File: config.mk
export PLATFORM = sky130hd
export DESIGN_NAME = wb_select_stage
export DESIGN_NICKNAME = d
export VERILOG_FILES = /design/src/rtl/wb_select_stage.sv
export SDC_FILE = /design/constraint.sdc
export NUM_CORES = 1
export LEC_CHECK = 0
export ABC_AREA = 1
export BUFFER_PORTS_ARGS = -buffer_cell sky130_fd_sc_hd__buf_2
export CAP_MARGIN = 20
export CORE_UTILIZATION = 50
export DETAILED_ROUTE_END_ITERATION = 8
export PLACE_DENSITY_LB_ADDON = 0.2
export SYNTH_ARGS = -nofsm -noshare
export SYNTH_HDL_FRONTEND = slang
export SYNTH_SLANG_ARGS = --single-unit
File: constraint.sdc
create_clock -name clk -period 1.8 [get_ports clk]
set_clock_uncertainty 0.05 [all_clocks]
set_input_delay 0.18 -clock clk [delete_from_list [all_inputs] [get_ports clk]]
set_output_delay 0.18 -clock clk [all_outputs]
set_load 0.005 [all_outputs]
File: src/rtl/wb_select_stage.sv
// ---------------------------------------------------------------------------
// wb_select_stage
//
// MEM/WB pipeline register with the writeback-data selector folded in.
// At the end of MEM it captures the ALU result, the raw load word and the
// old PC. It picks the register-file write data and presents it as a fully
// registered write port.
//
// Output qualification: wb_valid marks a real instruction in WB. The
// register-file write happens only when wb_reg_write is 1. wb_rd and
// wb_data are captured every non-stalled, non-flushed cycle, so they are
// only meaningful when wb_reg_write is 1. There is no ready: the stage
// never back-pressures, and stall_i is the only hold mechanism.
//
// Ports
//   clk            rising-edge clock
//   rst            synchronous active-high reset (beats flush, beats stall)
//   stall_i        hold every output register
//   flush_i        insert a bubble (all outputs to 0), beats stall
//   in_valid       MEM-stage instruction valid
//   in_alu_data    ALU result / effective address (low 2 bits = byte offset)
//   in_mem_data    raw aligned word from data memory
//   in_old_pc      PC of the instruction
//   in_wb_sel      00 ALU, 01 MEM, 10 PC+LINK_OFFSET, 11 illegal
//   in_ld_mode     000 word, 001 byte s, 010 byte u, 011 half s, 100 half u
//   in_reg_write   instruction writes the register file
//   in_rd          destination register
//   wb_valid       registered valid
//   wb_reg_write   register-file write enable
//   wb_rd          destination register
//   wb_data        writeback data
//   wb_illegal_sel pulse: the captured valid instruction had wb_sel=11
// ---------------------------------------------------------------------------
module wb_select_stage #(
    parameter int DATA_W      = 32,
    parameter int REG_ADDR_W  = 5,
    parameter int LINK_OFFSET = 4
) (
    input  logic                  clk,
    input  logic                  rst,
    input  logic                  stall_i,
    input  logic                  flush_i,
    input  logic                  in_valid,
    input  logic [DATA_W-1:0]     in_alu_data,
    input  logic [DATA_W-1:0]     in_mem_data,
    input  logic [DATA_W-1:0]     in_old_pc,
    input  logic [1:0]            in_wb_sel,
    input  logic [2:0]            in_ld_mode,
    input  logic                  in_reg_write,
    input  logic [REG_ADDR_W-1:0] in_rd,
    output logic                  wb_valid,
    output logic                  wb_reg_write,
    output logic [REG_ADDR_W-1:0] wb_rd,
    output logic [DATA_W-1:0]     wb_data,
    output logic                  wb_illegal_sel
);

    localparam logic [1:0] SEL_ALU = 2'b00;
    localparam logic [1:0] SEL_MEM = 2'b01;
    localparam logic [1:0] SEL_PC  = 2'b10;
    localparam logic [1:0] SEL_ILL = 2'b11;

    localparam logic [2:0] LD_WORD = 3'b000;
    localparam logic [2:0] LD_BS   = 3'b001;
    localparam logic [2:0] LD_BU   = 3'b010;
    localparam logic [2:0] LD_HS   = 3'b011;
    localparam logic [2:0] LD_HU   = 3'b100;

    localparam logic [DATA_W-1:0] LINK_INC = DATA_W'(LINK_OFFSET);

    logic                  valid_q,     valid_d;
    logic                  reg_write_q, reg_write_d;
    logic [REG_ADDR_W-1:0] rd_q,        rd_d;
    logic [DATA_W-1:0]     data_q,      data_d;
    logic                  illegal_q,   illegal_d;

    logic [1:0]            ld_off;
    logic [7:0]            ld_byte;
    logic [15:0]           ld_half;
    logic [DATA_W-1:0]     ld_data;

    // Little-endian lane pick from the aligned memory word.
    assign ld_off = in_alu_data[1:0];

    always_comb begin
        ld_byte = 8'h00;
        case (ld_off)
            2'd0:    ld_byte = in_mem_data[7:0];
            2'd1:    ld_byte = in_mem_data[15:8];
            2'd2:    ld_byte = in_mem_data[23:16];
            default: ld_byte = in_mem_data[31:24];
        endcase
    end

    // Misaligned halfwords (off[0]=1) silently use the enclosing half.
    assign ld_half = ld_off[1] ? in_mem_data[31:16] : in_mem_data[15:0];

    always_comb begin
        ld_data = in_mem_data;
        case (in_ld_mode)
            LD_BS:   ld_data = {{(DATA_W-8){ld_byte[7]}}, ld_byte};
            LD_BU:   ld_data = {{(DATA_W-8){1'b0}}, ld_byte};
            LD_HS:   ld_data = {{(DATA_W-16){ld_half[15]}}, ld_half};
            LD_HU:   ld_data = {{(DATA_W-16){1'b0}}, ld_half};
            LD_WORD: ld_data = in_mem_data;
            default: ld_data = in_mem_data;
        endcase
    end

    always_comb begin
        valid_d     = in_valid;
        rd_d        = in_rd;
        illegal_d   = 1'b0;
        data_d      = in_alu_data;
        case (in_wb_sel)
            SEL_ALU: data_d = in_alu_data;
            SEL_MEM: data_d = ld_data;
            SEL_PC:  data_d = in_old_pc + LINK_INC;
            SEL_ILL: begin
                data_d    = '0;
                illegal_d = in_valid;
            end
            default: data_d = '0;
        endcase
        // Writes to $zero are dropped, but rd/data are still captured.
        reg_write_d = in_valid && in_reg_write && (in_rd != '0) && (in_wb_sel != SEL_ILL);
    end

    always_ff @(posedge clk) begin
        if (rst || flush_i) begin
            valid_q     <= 1'b0;
            reg_write_q <= 1'b0;
            rd_q        <= '0;
            data_q      <= '0;
            illegal_q   <= 1'b0;
        end else if (!stall_i) begin
            valid_q     <= valid_d;
            reg_write_q <= reg_write_d;
            rd_q        <= rd_d;
            data_q      <= data_d;
            illegal_q   <= illegal_d;
        end
    end

    assign wb_valid       = valid_q;
    assign wb_reg_write   = reg_write_q;
    assign wb_rd          = rd_q;
    assign wb_data        = data_q;
    assign wb_illegal_sel = illegal_q;

endmodule

# Yosys cells after proc, flatten, opt, wreduce, memory -nomap -nowiden
# Cells that the tools add are included.
# totals
elab_cells	28
register_bits	40
input_bits	112
# op_classes
mux	5
n_reduce_logical	7
addsub	1
n_eq_ne	10
# ops
operator	count
one-hot mux 32 bit (4 select lines)	2
adder 32 x 3 -> 32 bit, second input constant	1
one-hot mux 8 bit (3 select lines)	1
two-way mux 16 bit	1
== test 2 bit, second input constant	3
== test 3 x 2 -> 1 bit, second input constant	2
nonzero test 5 bit	1
== test 2 x 1 -> 1 bit, second input constant	2
zero test 2 bit	2
== test 3 x 1 -> 1 bit, second input constant	1
== test 3 bit, second input constant	1
logical AND 1 bit	3
!= test 2 bit, second input constant	1
logical OR 1 bit	1
two-way mux 1 bit	1

# Logic depth before layout (Yosys ltp)
# depth
word_depth	4
depth_mapped	13

# Worst setup path before layout
# Ideal clock, no wire load.
# synth_timing
path_type	input -> register
start	input port in_alu_data[1]
end	register data_q[30] (netlist: wb_data[30])
setup_slack_ps	487
n_path_buf	2
cell_stages	12
t_arrival_ps	1154
path_cell_list	buf_6 inv_2 nand2_1 nand2_1 nand2_1 nand3_2 nand3_4 buf_6 nand2_1 nand4_1 nand2_1 inv_1
# synth_via
elab_chain_cells	4
# synth_rtl
item	line	text
from (decl)	44	input logic [DATA_W-1:0] in_alu_data,
== test 2 bit, or another cell as far along	87	case (ld_off)
one-hot mux 8 bit (3 select lines)	87	
one-hot mux 32 bit (4 select lines) (*)	100	case (in_ld_mode)
one-hot mux 32 bit (4 select lines) (*)	115	case (in_wb_sel)
to (signal assigned)	140	data_q <= data_d;
to (decl)	74	logic [DATA_W-1:0] data_q, data_d;
# Every way passes the cells marked *; elsewhere a longest branch is shown, timed or not.
# A chain may end at the register's enable or synchronous reset.

# Worst setup path after layout
# layout_timing
start	input port in_ld_mode[2]
end	register data_q[23] (netlist: wb_data[23])
# layout_via
elab_chain_cells	3
# layout_rtl
item	line	text
from (decl)	48	input logic [2:0] in_ld_mode,
== test 3 bit, or another cell as far along	100	
one-hot mux 32 bit (4 select lines) (*)	100	
one-hot mux 32 bit (4 select lines) (*)	115	
# Marks and branches as above.

==> flow_summary.json <==
{
  "ctsHoldBuffers": 0,
  "die_x_um": 89.77,
  "post-cts-setup-buffers": 0,
  "p_per_area_nw_per_um2": 555.8,
  "hold_viol_final": 0,
  "grtUsageMet2_pct": 65.51,
  "syn_area_per_cell_um2": 5.297,
  "ir_drop_uv": 391.4,
  "start_util_pct": 52.53,
  "use_met3_pct": 6.937,
  "grt_max_degree": 52,
  "io_pins": 152,
  "synth_fa_ha_area_share_pct": 0.3249,
  "post_cts_resized": 0,
  "ys_seq_area_share_pct": 20.79,
  "crit_path_end_kind": "register",
  "tns_ps": 0,
  "drt_iter0_drc": 443,
  "grt_pass1_vias": 5183,
  "synthMuxAreaShare_pct": 0,
  "crit_path_cell_trace": "buf_2 > inv_2 > o21ai_4 > nand2_4 > or2_0 > nand3_1 > nand3_1 > nand2_1 > inv_1",
  "rsz0062_at_grt": "false",
  "clk_latency_ps": 300,
  "placementRows": 31,
  "outcome": "completed",
  "die_height_um": 89.77,
  "postRouteAntennaNets": 0,
  "grt.total_usage_pct": 38.45,
  "start_kind": "primary input",
  "cts_buffers": 5,
  "cpMaxStageDelayCell": "o21ai_4",
  "ys_ff_latch": 40,
  "synth_top_family_by_area": "simple AND/OR/NAND/NOR gates",
  "power.leakage_nw": 2.716,
  "hp-class": "in -> reg",
  "htree_levels": 2,
  "place_area_um2": 4700,
  "min_period_ps": 1460,
  "final_cell_mix": "nand2_1, buf_2, nor2_1",
  "layout_commonest_cell": "nand2_1",
  "multi_input_area_um2": 2525,
  "final_nets": 981,
  "wl_per_cell_um": 15.85,
  "netlist_area_um2": 3851,
  "synth-simple-area-share_pct": 49.64,
  "syn_nets": 840,
  "layout-drive-gt1-share_pct": 22.47,
  "cts-root-buf": "clkbuf_8",
  "totalWireLength_um": 15330,
  "busiest_layer": "met2",
  "design.die.area_um2": 8058,
  "design_area_um2": 4828,
  "criticalPathCategory": "in -> reg",
  "slew_violations": 0,
  "synthXorXnorAreaFrac_pct": 0.2274,
  "arrival_ps": 1620,
  "finalCritPeriodShare_pct": 81.09,
  "setup_viol": 0,
  "max_clock_freq_mhz": 685.1,
  "grt_antenna_before_repair": 0,
  "synth_warnings": 0,
  "critPathBufInv": 3,
  "crit_required_ps": 1960,
  "first_pass_iters": 5,
  "n_fill_cell": 736,
  "syn2layout_area_growth_pct": 25.37,
  "max-cap-violations": 0,
  "globalRoute.totalOverflow": 0,
  "rrSetupSlack_ps": 990,
  "worstMarginPinSlew_ps": 994.9,
  "grtUsageMet1_pct": 43.00,
  "slowest_delay_ps": 340,
  "synth_compound_area_share_pct": 15.30,
  "cts.sinks": 40,
  "cts_buffer_depth": 2,
  "dp_hpwl_um": 12310,
  "vias_per_cell": 5.562,
  "ys_types": 37,
  "gp_congestion": 0.9654,
  "slew_headroom_pct": 33.60,
  "antenna_cells": 0,
  "cpLargestDelayFamily": "simple AND/OR/NAND/NOR gates",
  "cts_tree": "done",
  "grt_pass1_wl_um": 24790,
  "vias": 5378,
  "drc_errors": 0,
  "clk_pin_slew_ps": 80,
  "synthCells": 727,
  "core_um2": 7331,
  "numPortBuffers": 151,
  "regArea_um2": 800.8,
  "crit_top_cell": "nand3_1",
  "critPathMaxFanout": 21
}
-- through the flow --
step / cells / utilization [%] / setup WS [ps] / hold WS (ps) / total power, mW
after global routing: 967 / 65.86 / 179.4 / 100.8 / 2.804
after CTS: 967 / 65.86 / 377.7 / 78.27 / 2.660
after global placement: 960 / 64.11 / 94.73 / 392.8 / 1.791
after floorplan: 727 / - / 486.6 / 274.6 / 1.446
after detailed placement: 960 / 64.11 / 64.19 / 399.3 / 1.803
final: 967 / 65.86 / 340.3 / 79.62 / 2.684
-- cells by family after synthesis --
| logic type | Yosys count |
|---|---|
| compound gates | 108 |
| buf+inv | 129 |
| simple gates | 448 |
| fa+ha+maj | 1 |
| flops | 40 |
| xor+xnor | 1 |
-- worst paths after layout --
| check | start | to | cells after the start |
|---|---|---|---|
| max | in_ld_mode[2] | wb_data[23]$_SDFFE_PP0N_ | 9 |
| min | in_rd[4] | wb_rd[4]$_SDFFE_PP0N_ | 3 |
| max reg2reg | wb_data[8]$_SDFFE_PP0N_ | wb_data[8]$_SDFFE_PP0N_ | 4 |
| min reg2reg | wb_illegal_sel$_SDFFE_PP0N_ | wb_illegal_sel$_SDFFE_PP0N_ | 2 |
-- routing by layer --
layer | up-vias | routed length (um)
met4 | 0 | 1064
met1 | 2399 | 5793
met2 | 322 | 7081
met3 | 76 | 1386
li1 | 2581 | -
met5 | - | 0
-- final cells by class --
cell class / count / area share (%)
multi-input cells: 558 / 52.29
repair buffers: 164 / 18.19
flip-flops and latches: 40 / 16.58
inverters: 99 / 7.696
well taps: 99 / 2.565
clock buffers: 5 / 1.425
clock inverters: 2 / 1.244
-- flip-flops by register name, indices dropped and copies added (netlist names) --
signal / flops
wb_valid: 1
wb_rd: 5
wb_reg_write: 1
wb_data: 32
wb_illegal_sel: 1
-- tightest hold or removal path: stages --
cell	delay, ps
buf_2	100
nand2_1	50
a21oi_1	50
-- cells in the mapped netlist, drive strengths merged --
master / instances / area share, %
a21boi: 1 / 0.20
a21o: 1 / 0.20
a21oi: 51 / 6.6
a221oi: 1 / 0.23
a31oi: 2 / 0.32
buf: 12 / 2.3
clkbuf: 18 / 1.8
clkinv: 1 / 0.097
dfxtp: 40 / 21
ha: 1 / 0.32
inv: 98 / 9.6
nand2: 224 / 22
nand3: 92 / 13
nand4: 10 / 1.6
nor2: 110 / 11
nor3: 2 / 0.26
nor3b: 2 / 0.39
o2111ai: 1 / 0.23
o211ai: 3 / 0.58
o21a: 2 / 0.39
o21ai: 41 / 5.6
o21bai: 3 / 0.58
o22ai: 2 / 0.32
or2: 8 / 1.3
xor2: 1 / 0.23
-- report_power, final --
group	leakage (nW)	switching (mW)	total (mW)	internal, mW
registers	0.327	0.0199	0.940	0.921
clock network	0.0642	0.331	0.877	0.546
logic	2.33	0.549	0.866	0.317
total	2.72	0.900	2.68	1.78
(Power assumes the default switching activity.)
